===== config.mk =====
export PLATFORM = sky130hd
export DESIGN_NAME = store_buffer_flat
export DESIGN_NICKNAME = d
export VERILOG_FILES = /design/src/rtl/store_buffer_if.sv /design/src/rtl/store_buffer.sv /design/src/flat_wrapper.sv
export SDC_FILE = /design/constraint.sdc
export NUM_CORES = 1
export LEC_CHECK = 0
export BUFFER_PORTS_ARGS = -buffer_cell sky130_fd_sc_hd__buf_2
export CAP_MARGIN = 20
export CORE_ASPECT_RATIO = 1.2
export CORE_MARGIN = 2
export CORE_UTILIZATION = 54
export CTS_CLUSTER_SIZE = 40
export DETAILED_ROUTE_END_ITERATION = 10
export MAX_ROUTING_LAYER = met4
export PLACE_DENSITY = 0.79
export SYNTH_ARGS = -nofsm -noshare
export SYNTH_HDL_FRONTEND = slang
export SYNTH_SLANG_ARGS = --single-unit

===== constraint.sdc =====
create_clock -name clk -period 3.98 [get_ports clk]
set_clock_uncertainty 0.1 [all_clocks]
set_input_delay 0.597 -clock clk [delete_from_list [all_inputs] [get_ports clk]]
set_output_delay 0.597 -clock clk [all_outputs]
set_load 0.005 [all_outputs]

===== src/rtl/store_buffer_if.sv =====
// rtl/store_buffer_if.sv - core-side and memory-side signal bundle for store_buffer
//
// Ports (grouped as interface signals):
//   core store in : MemWrite, DataAdr[31:0], WriteData[31:0], stall
//   memory out    : mem_valid, mem_addr[31:0], mem_wdata[31:0], mem_ready
//   status        : count[$clog2(DEPTH):0], empty, err_misalign
//   forwarding    : ReadAdr[31:0], fwd_hit, fwd_data[31:0]
// Modports: master = core/memory side, slave = store_buffer.

interface store_buffer_if #(
    parameter int DEPTH = 4
);
    logic                      MemWrite;
    logic [31:0]               DataAdr;
    logic [31:0]               WriteData;
    logic                      stall;
    logic                      mem_valid;
    logic [31:0]               mem_addr;
    logic [31:0]               mem_wdata;
    logic                      mem_ready;
    logic [$clog2(DEPTH):0]    count;
    logic                      empty;
    logic                      err_misalign;
    logic [31:0]               ReadAdr;
    logic                      fwd_hit;
    logic [31:0]               fwd_data;

    modport master (
        output MemWrite, DataAdr, WriteData, mem_ready, ReadAdr,
        input  stall, mem_valid, mem_addr, mem_wdata, count, empty,
               err_misalign, fwd_hit, fwd_data
    );

    modport slave (
        input  MemWrite, DataAdr, WriteData, mem_ready, ReadAdr,
        output stall, mem_valid, mem_addr, mem_wdata, count, empty,
               err_misalign, fwd_hit, fwd_data
    );
endinterface


===== src/rtl/store_buffer.sv =====
// rtl/store_buffer.sv - circular FIFO store buffer between core and data memory
//
// Ports:
//   clk   : single clock, all state on rising edge
//   reset : asynchronous active-high reset
//   bus   : store_buffer_if.slave (core store in, memory drain out, status,
//           load-forwarding lookup)
// Parameter DEPTH: power of two, 2..16.
// Optional feature macro STORE_FWD_EN: builds the store-to-load forwarding
// lookup; when undefined fwd_hit/fwd_data are tied to 0.

module store_buffer #(
    parameter int DEPTH = 4
) (
    input  logic          clk,
    input  logic          reset,
    store_buffer_if.slave bus
);
    localparam int AW = $clog2(DEPTH);
    localparam int CW = AW + 1;

    logic [AW-1:0] head_q, head_d;
    logic [AW-1:0] tail_q, tail_d;
    logic [CW-1:0] count_q, count_d;
    logic          err_q, err_d;

    logic [31:0]   addr_mem [DEPTH];
    logic [31:0]   data_mem [DEPTH];

    logic          full;
    logic          aligned;
    logic          enq;
    logic          deq;

    assign full    = (count_q == CW'(DEPTH));
    assign aligned = (bus.DataAdr[1:0] == 2'b00);
    // Full is judged on the registered count, so a same-cycle dequeue never
    // makes room for the store that is currently stalled.
    assign enq     = bus.MemWrite & ~full & aligned;
    assign deq     = (count_q != '0) & bus.mem_ready;

    always_comb begin
        head_d  = head_q;
        tail_d  = tail_q;
        count_d = count_q;
        // Misaligned stores only flag an error when they would otherwise
        // have been accepted; a full buffer just stalls them.
        err_d   = bus.MemWrite & ~full & ~aligned;
        if (enq) tail_d = tail_q + 1'b1;
        if (deq) head_d = head_q + 1'b1;
        case ({enq, deq})
            2'b10:   count_d = count_q + 1'b1;
            2'b01:   count_d = count_q - 1'b1;
            default: count_d = count_q;
        endcase
    end

    always_ff @(posedge clk or posedge reset) begin
        if (reset) begin
            head_q  <= '0;
            tail_q  <= '0;
            count_q <= '0;
            err_q   <= 1'b0;
        end else begin
            head_q  <= head_d;
            tail_q  <= tail_d;
            count_q <= count_d;
            err_q   <= err_d;
        end
    end

    // Entry storage is not reset; occupancy is tracked by count_q alone.
    always_ff @(posedge clk) begin
        if (enq) begin
            addr_mem[tail_q] <= bus.DataAdr;
            data_mem[tail_q] <= bus.WriteData;
        end
    end

    assign bus.stall        = bus.MemWrite & full;
    assign bus.mem_valid    = (count_q != '0);
    assign bus.empty        = (count_q == '0);
    assign bus.count        = count_q;
    assign bus.mem_addr     = addr_mem[head_q];
    assign bus.mem_wdata    = data_mem[head_q];
    assign bus.err_misalign = err_q;

`ifdef STORE_FWD_EN
    logic          hit_c;
    logic [31:0]   fdata_c;
    logic [AW-1:0] idx;

    // Scan oldest to newest so the newest matching entry wins. Only
    // registered entries are visible, so a store enqueued this cycle is
    // excluded from the lookup.
    always_comb begin
        hit_c   = 1'b0;
        fdata_c = '0;
        idx     = head_q;
        for (int i = 0; i < DEPTH; i++) begin
            idx = head_q + AW'(i);
            if ((CW'(i) < count_q) && (addr_mem[idx][31:2] == bus.ReadAdr[31:2])) begin
                hit_c   = 1'b1;
                fdata_c = data_mem[idx];
            end
        end
    end

    assign bus.fwd_hit  = hit_c;
    assign bus.fwd_data = fdata_c;
`else
    assign bus.fwd_hit  = 1'b0;
    assign bus.fwd_data = '0;
`endif

endmodule

===== src/flat_wrapper.sv =====
// flat-port wrapper written by rule: the top's interface ports become plain ports
module store_buffer_flat 
#(
    parameter int DEPTH = 4
)
  (clk, reset, bus_MemWrite, bus_DataAdr, bus_WriteData, bus_mem_ready, bus_ReadAdr, bus_stall, bus_mem_valid, bus_mem_addr, bus_mem_wdata, bus_count, bus_empty, bus_err_misalign, bus_fwd_hit, bus_fwd_data);
  store_buffer_if #(.DEPTH(DEPTH)) bus_i ();
  input  logic clk;
  input  logic reset;
  input wire logic [$bits(bus_i.MemWrite)-1:0] bus_MemWrite;
  input wire logic [$bits(bus_i.DataAdr)-1:0] bus_DataAdr;
  input wire logic [$bits(bus_i.WriteData)-1:0] bus_WriteData;
  input wire logic [$bits(bus_i.mem_ready)-1:0] bus_mem_ready;
  input wire logic [$bits(bus_i.ReadAdr)-1:0] bus_ReadAdr;
  output wire logic [$bits(bus_i.stall)-1:0] bus_stall;
  output wire logic [$bits(bus_i.mem_valid)-1:0] bus_mem_valid;
  output wire logic [$bits(bus_i.mem_addr)-1:0] bus_mem_addr;
  output wire logic [$bits(bus_i.mem_wdata)-1:0] bus_mem_wdata;
  output wire logic [$bits(bus_i.count)-1:0] bus_count;
  output wire logic [$bits(bus_i.empty)-1:0] bus_empty;
  output wire logic [$bits(bus_i.err_misalign)-1:0] bus_err_misalign;
  output wire logic [$bits(bus_i.fwd_hit)-1:0] bus_fwd_hit;
  output wire logic [$bits(bus_i.fwd_data)-1:0] bus_fwd_data;
  assign bus_i.MemWrite = bus_MemWrite;
  assign bus_i.DataAdr = bus_DataAdr;
  assign bus_i.WriteData = bus_WriteData;
  assign bus_i.mem_ready = bus_mem_ready;
  assign bus_i.ReadAdr = bus_ReadAdr;
  assign bus_stall = bus_i.stall;
  assign bus_mem_valid = bus_i.mem_valid;
  assign bus_mem_addr = bus_i.mem_addr;
  assign bus_mem_wdata = bus_i.mem_wdata;
  assign bus_count = bus_i.count;
  assign bus_empty = bus_i.empty;
  assign bus_err_misalign = bus_i.err_misalign;
  assign bus_fwd_hit = bus_i.fwd_hit;
  assign bus_fwd_data = bus_i.fwd_data;
  store_buffer #(.DEPTH(DEPTH)) u_core (.clk(clk), .reset(reset), .bus(bus_i));
endmodule

Word level (Yosys, flattened, before mapping) --
Memory sizes are Yosys's and may differ from the RTL's. Cells that the tools add are included. W data, S select, Z words.
Word-level totals: register bits 8, bits in writable memories 256, output and inout bits 104, memories 2
Memories:
- u_core.addr_mem | words 4, bits a word 32, rd ports 1, clocked after memory_dff 0, wr ports 1, line store_buffer.sv:27 | logic [31:0] addr_mem [DEPTH];
- u_core.data_mem | words 4, bits a word 32, rd ports 1, clocked after memory_dff 0, wr ports 1, line store_buffer.sv:28 | logic [31:0] data_mem [DEPTH];
Operators by class: add/subtract/negate cells 4, eq/ne operators 3, multiplexer cells 3, bitwise gates (word level) 7, reductions and logical operators 4
Operator list (number):
- $pmux W3 S2 | 1
- $and A1 B1 Y1 | 5
- $add A2 B1 Y2 const B | 2
- $add A3 B1 Y3 const B | 1
- $eq A3 B3 Y1 const B | 1
- $logic_not A3 Y1 | 1
- $reduce_bool A3 Y1 | 1
- $sub A3 B1 Y3 const B | 1
- $eq A2 B1 Y1 const B | 1
- $eq A2 B2 Y1 const B | 1
- $logic_not A2 Y1 | 1
- $mux W1 | 2
- $not A1 Y1 | 2
- $reduce_bool A2 Y1 | 1

Depth between registers and ports, before layout --
depth after elaboration 6, gate-level depth with buffers 10, gate-level depth less buffers 9

Worst setup path before layout --
OpenSTA, ideal clock, no wires.
path kind input to register, from input bus_DataAdr[1], to memory u_core.addr_mem[2][0], enable pin, setup time 0.429 ns, arrival 2.508 ns, data required time 3.451 ns, setup slack 0.943 ns, stages on the path 4, path buffers 1, path through nor2_1 and3_1 buf_6 and2_1
On the way: longest elaborated chain between the ends 4
RTL lines:
- from (decl) | line flat_wrapper.sv:11 | input wire logic [$bits(bus_i.DataAdr)-1:0] bus_DataAdr;
- $logic_not A2 Y1 | line store_buffer.sv:36 | assign aligned = (bus.DataAdr[1:0] == 2'b00);
- $and A1 B1 Y1 | line store_buffer.sv:39 | assign enq = bus.MemWrite & ~full & aligned;
- $mux W1 | line store_buffer.sv:74 | if (enq) begin
- $mux W1 (implied by the code) | line store_buffer.sv:75 | addr_mem[tail_q] <= bus.DataAdr;
- to (decl) | line store_buffer.sv:27
No other way between the ends.

Final worst setup path --
from register u_core.head_q[0], to output bus_mem_addr[31]
On the way: longest elaborated chain between the ends 1
RTL lines:
- from (decl) | line store_buffer.sv:22 | logic [AW-1:0] head_q, head_d;
- from (signal assigned) | line store_buffer.sv:60 | head_q <= '0;
- from (signal assigned) | line store_buffer.sv:65 | head_q <= head_d;
- $mem_v2 Z4 W32
- to (decl) | line flat_wrapper.sv:17 | output wire logic [$bits(bus_i.mem_addr)-1:0] bus_mem_addr;
No other way between the ends.

==> results.md <==
- Outcome: completed
- Horizontal extent of the die: about 130 um
- Delay of the slowest cell on the worst path: roughly 0.9 ns
- Post-CTS setup buffers: 0
- Required time at the worst-slack endpoint: between 3 and 4 ns
- Detail-routed via count per cell: ~5.5
- Max IR drop VDD: 0.541 mV
- Cell accounting for the most synthesized area: sky130_fd_sc_hd__edfxtp_1
- Portion of total power attributed to combinational logic: roughly a fifth
- Async S/R FF share, synth: 3.03%
- Master of the slowest instance on the critical path: sky130_fd_sc_hd__dfrtp_4
- Sum of negative setup slack: 0 ns
- Number of buffers on the longest clock path: 3
- FF+latch count, synth: 264
- Fraction of layout cells with a size suffix above 1: about 43%
- DR vias: roughly 4,500
- Part of the power in registers: 48.7%
- Std-Cell Rows: 54
- Height of the die: ~150 um
- Crit path capture type: output port
- CP arrival: about 2.5 ns
- Maximum level of the CTS H-tree: 1
- Path category of the worst min-delay check: input port to flip-flop
- Highest net fanout along the worst path: 35
- Hold-fix buffer count after cts: 1
- Transition at the pin with the smallest max-transition slack: around 1.0 ns
- Number of antenna violations at the first check in global routing: 1
- Aggregate global-route resource usage: 17.6%
- Final setup viols: 0
- Leakage power: roughly 0.0040 uW
- Number of synthesis warnings: 0
- Area growth from synthesis to layout: 15.7%
- Die area: a little under 20,000 um2
- Flip-flop cell with the highest count after synthesis: sky130_fd_sc_hd__edfxtp_1
- Area share of the largest cell type after synthesis: between 70 and 80%
- Total wirelength of the detailed-routed design: around 17,000 um
- Max Cap Violations: 0
- Post-route fraction of the period consumed by the critical path: 79.3%
- Mapped Area: 9940 um2
- Design Area, Final: ~12,000 um2
- Clk slew on worst S/H paths: approximately 0.06 ns
- Global-route wire length before repair: about 26,000 um
- Worst-case hold slack: roughly 0.2 ns
- Post-cts sizing count: 0
- Buffers and inverters on the worst path: 2
- HPWL after detailed placement: between 9000 and 10,000 um
- Leading post-synthesis cells by instance count: 256 x sky130_fd_sc_hd__edfxtp_1, 64 x sky130_fd_sc_hd__mux4_2, 37 x sky130_fd_sc_hd__buf_4, 9 x sky130_fd_sc_hd__inv_1, 8 x sky130_fd_sc_hd__dfrtp_1
- Worst Setup Path Type: flip-flop to output port
- Root buffer cell: sky130_fd_sc_hd__clkbuf_16
- Portion of total power attributed to the clock network: 30.0%
- Net Sw Frac: 25.6%
- Synthesized area divided by synthesized cell count: ~24 um2
- Pwr dens: roughly 630 nW/um2
- Number of clock sinks: ~260
- DRC marker count from the first detailed-route iteration: 335
- Max-slew headroom at the worst pin: about 33%
- Number of global-route vias before repair: 4,802
- Count of distinct cell types in the synthesized netlist: 24
- Area of the core region: ~18,000 um2
- Worst Setup Start Kind: flip-flop
- Critical Path, Cell by Cell: buf_4 > mux4_2 > buf_2
- Cell types occupying the most area after synthesis: sky130_fd_sc_hd__edfxtp_1 77%, sky130_fd_sc_hd__mux4_2 14%, sky130_fd_sc_hd__buf_4 2.8%
- Weighted congestion reported at the end of routability-driven placement: slightly above 0.7
- Number of primary I/O pins: approximately 200
- Number of slew-limit violations in the final report: 0
- Final count of hold timing violations: 0
- Drt drc: 0
- Switching pwr: about 1900 uW
- Count of flip-flops with a built-in enable after synthesis: 256
- Sum of overflow across all layers after global routing: 0
- Cell-internal power: between 5000 and 6000 uW
- Nets: ~670
- Most frequently used cell type in the post-synthesis netlist: sky130_fd_sc_hd__edfxtp_1
- Fin crit period: roughly 3.2 ns
- DRT Pass-1 Iters: 4
- Cell Area, Placed: between 10,000 and 15,000 um2
- Layout fillers: about 1,200
- RSZ-0062 raised after global routing: false
- Clock tree from TritonCTS: yes
- Routed length per placed instance: between 20 and 25 um
- Part of the Yosys area used for sequential elements: around four fifths
- Port Buffer Count: ~140
- Clock latency reported for the late side of the worst-skew pair: roughly 0.5 ns
- Largest net degree at the start of global routing: between 60 and 70
- Top cell family by delay on the critical path: flip-flops
- Antenna viol nets, final: 0
- Effective utilization at floorplan: between 50% and 60%
- Fmax: ~0.32 GHz
- Clock buffer count from CTS: 24
- Sum of internal, switching and leakage power: around 7300 uW
- Synth Instances: approximately 410
-- cell families (layout without fill, tap and decap cells) --
family                     after synthesis  in the layout  synth area share, %
buffers and inverters                   57            193                 3.69
xor gates and xnor gates                 6              6                0.529
DFF                                    264            264                 79.3
muxes                                   66             66                 14.7
other                                    1             34               0.0377
and+or+nand+nor                         13             13                0.743
AOI/OAI and AO/OA                        1              1                0.101
adders and majority gates                6              6                0.831
-- final timing paths --
| kind | startpoint | to | slack (ns) | depth (start not counted) |
|---|---|---|---|---|
| setup / recovery | u_core.head_q[0] | bus_mem_addr[31] | 0.82 | 3 |
| setup reg to reg | u_core.bus.count[0] | u_core.bus.count[2] | 1.49 | 9 |
| hold reg to reg | u_core.bus.count[2] | u_core.bus.count[2] | 0.46 | 1 |
| max in group asynchronous | reset | u_core.head_q[1] | 2.97 | 3 |
| hold / removal | bus_DataAdr[10] | u_core.addr_mem[1][10] | 0.20 | 1 |
| min in group asynchronous | reset | u_core.bus.count[1] | 0.52 | 3 |
-- routing by layer --
layer,share of wire [%],GRT usage [%],wire length [um]
met1,39,21.7,6510
met4,1.3,3.87,223
met3,5.8,3.20,954
met2,53,30.7,8840
met5,0,-,0
-- metrics by stage --
step                util [%]  worst slack, ns  std cells
finish                  63.5            0.825        807
global route            63.5            0.641        807
CTS                     63.5            0.738        806
detailed placement      59.3             1.28        763
global placement        59.3             1.26        763
floorplan                  -            0.943        446
-- power by group through the flow --
stage | registers, uW | logic [uW] | clock network, uW
floorplan | 3350 | 1220 | 0
global placement | 3620 | 1550 | 0
detailed placement | 3630 | 1580 | 0
CTS | 3570 | 1590 | 2240
global route | 3600 | 1690 | 2340
finish | 3550 | 1550 | 2190
-- cell usage in the layout (no fill, tap or decap), drive strengths merged --
master       count
edfxtp         256
buf            141
mux4            64
conb            33
clkbuf          26
clkinv          13
inv              9
dfrtp            8
ha               5
nor2             4
and2             4
xnor2            3
xor2             3
nand2            2
bufinv           2
diode            1
mux2i            1
o31a             1
or3b             1
and3             1
or3              1
mux2             1
fa               1
clkinvlp         1
dlygate4sd3      1
-- area by class of cell --
cell class              instances  area (um2)  share of cell area [%]
repair buffers                142         723                    6.29
inverters                       9        33.8                   0.294
diodes                          1        2.50                  0.0217
clock buffers                  26         608                    5.28
clock inverters                16         148                    1.28
well taps                     224         280                    2.44
flip-flops and latches        264        7900                    68.6
multi-input cells             125        1820                    15.8
-- state kept, by name, summed over array words and instances (netlist names) --
name / cells
u_core.addr_mem: 128
u_core.data_mem: 128
u_core.bus.count: 3
u_core.head_q: 2
u_core.tail_q: 2
u_core.bus.err_misalign: 1
No activity file was read; power rests on OpenSTA's default activity.
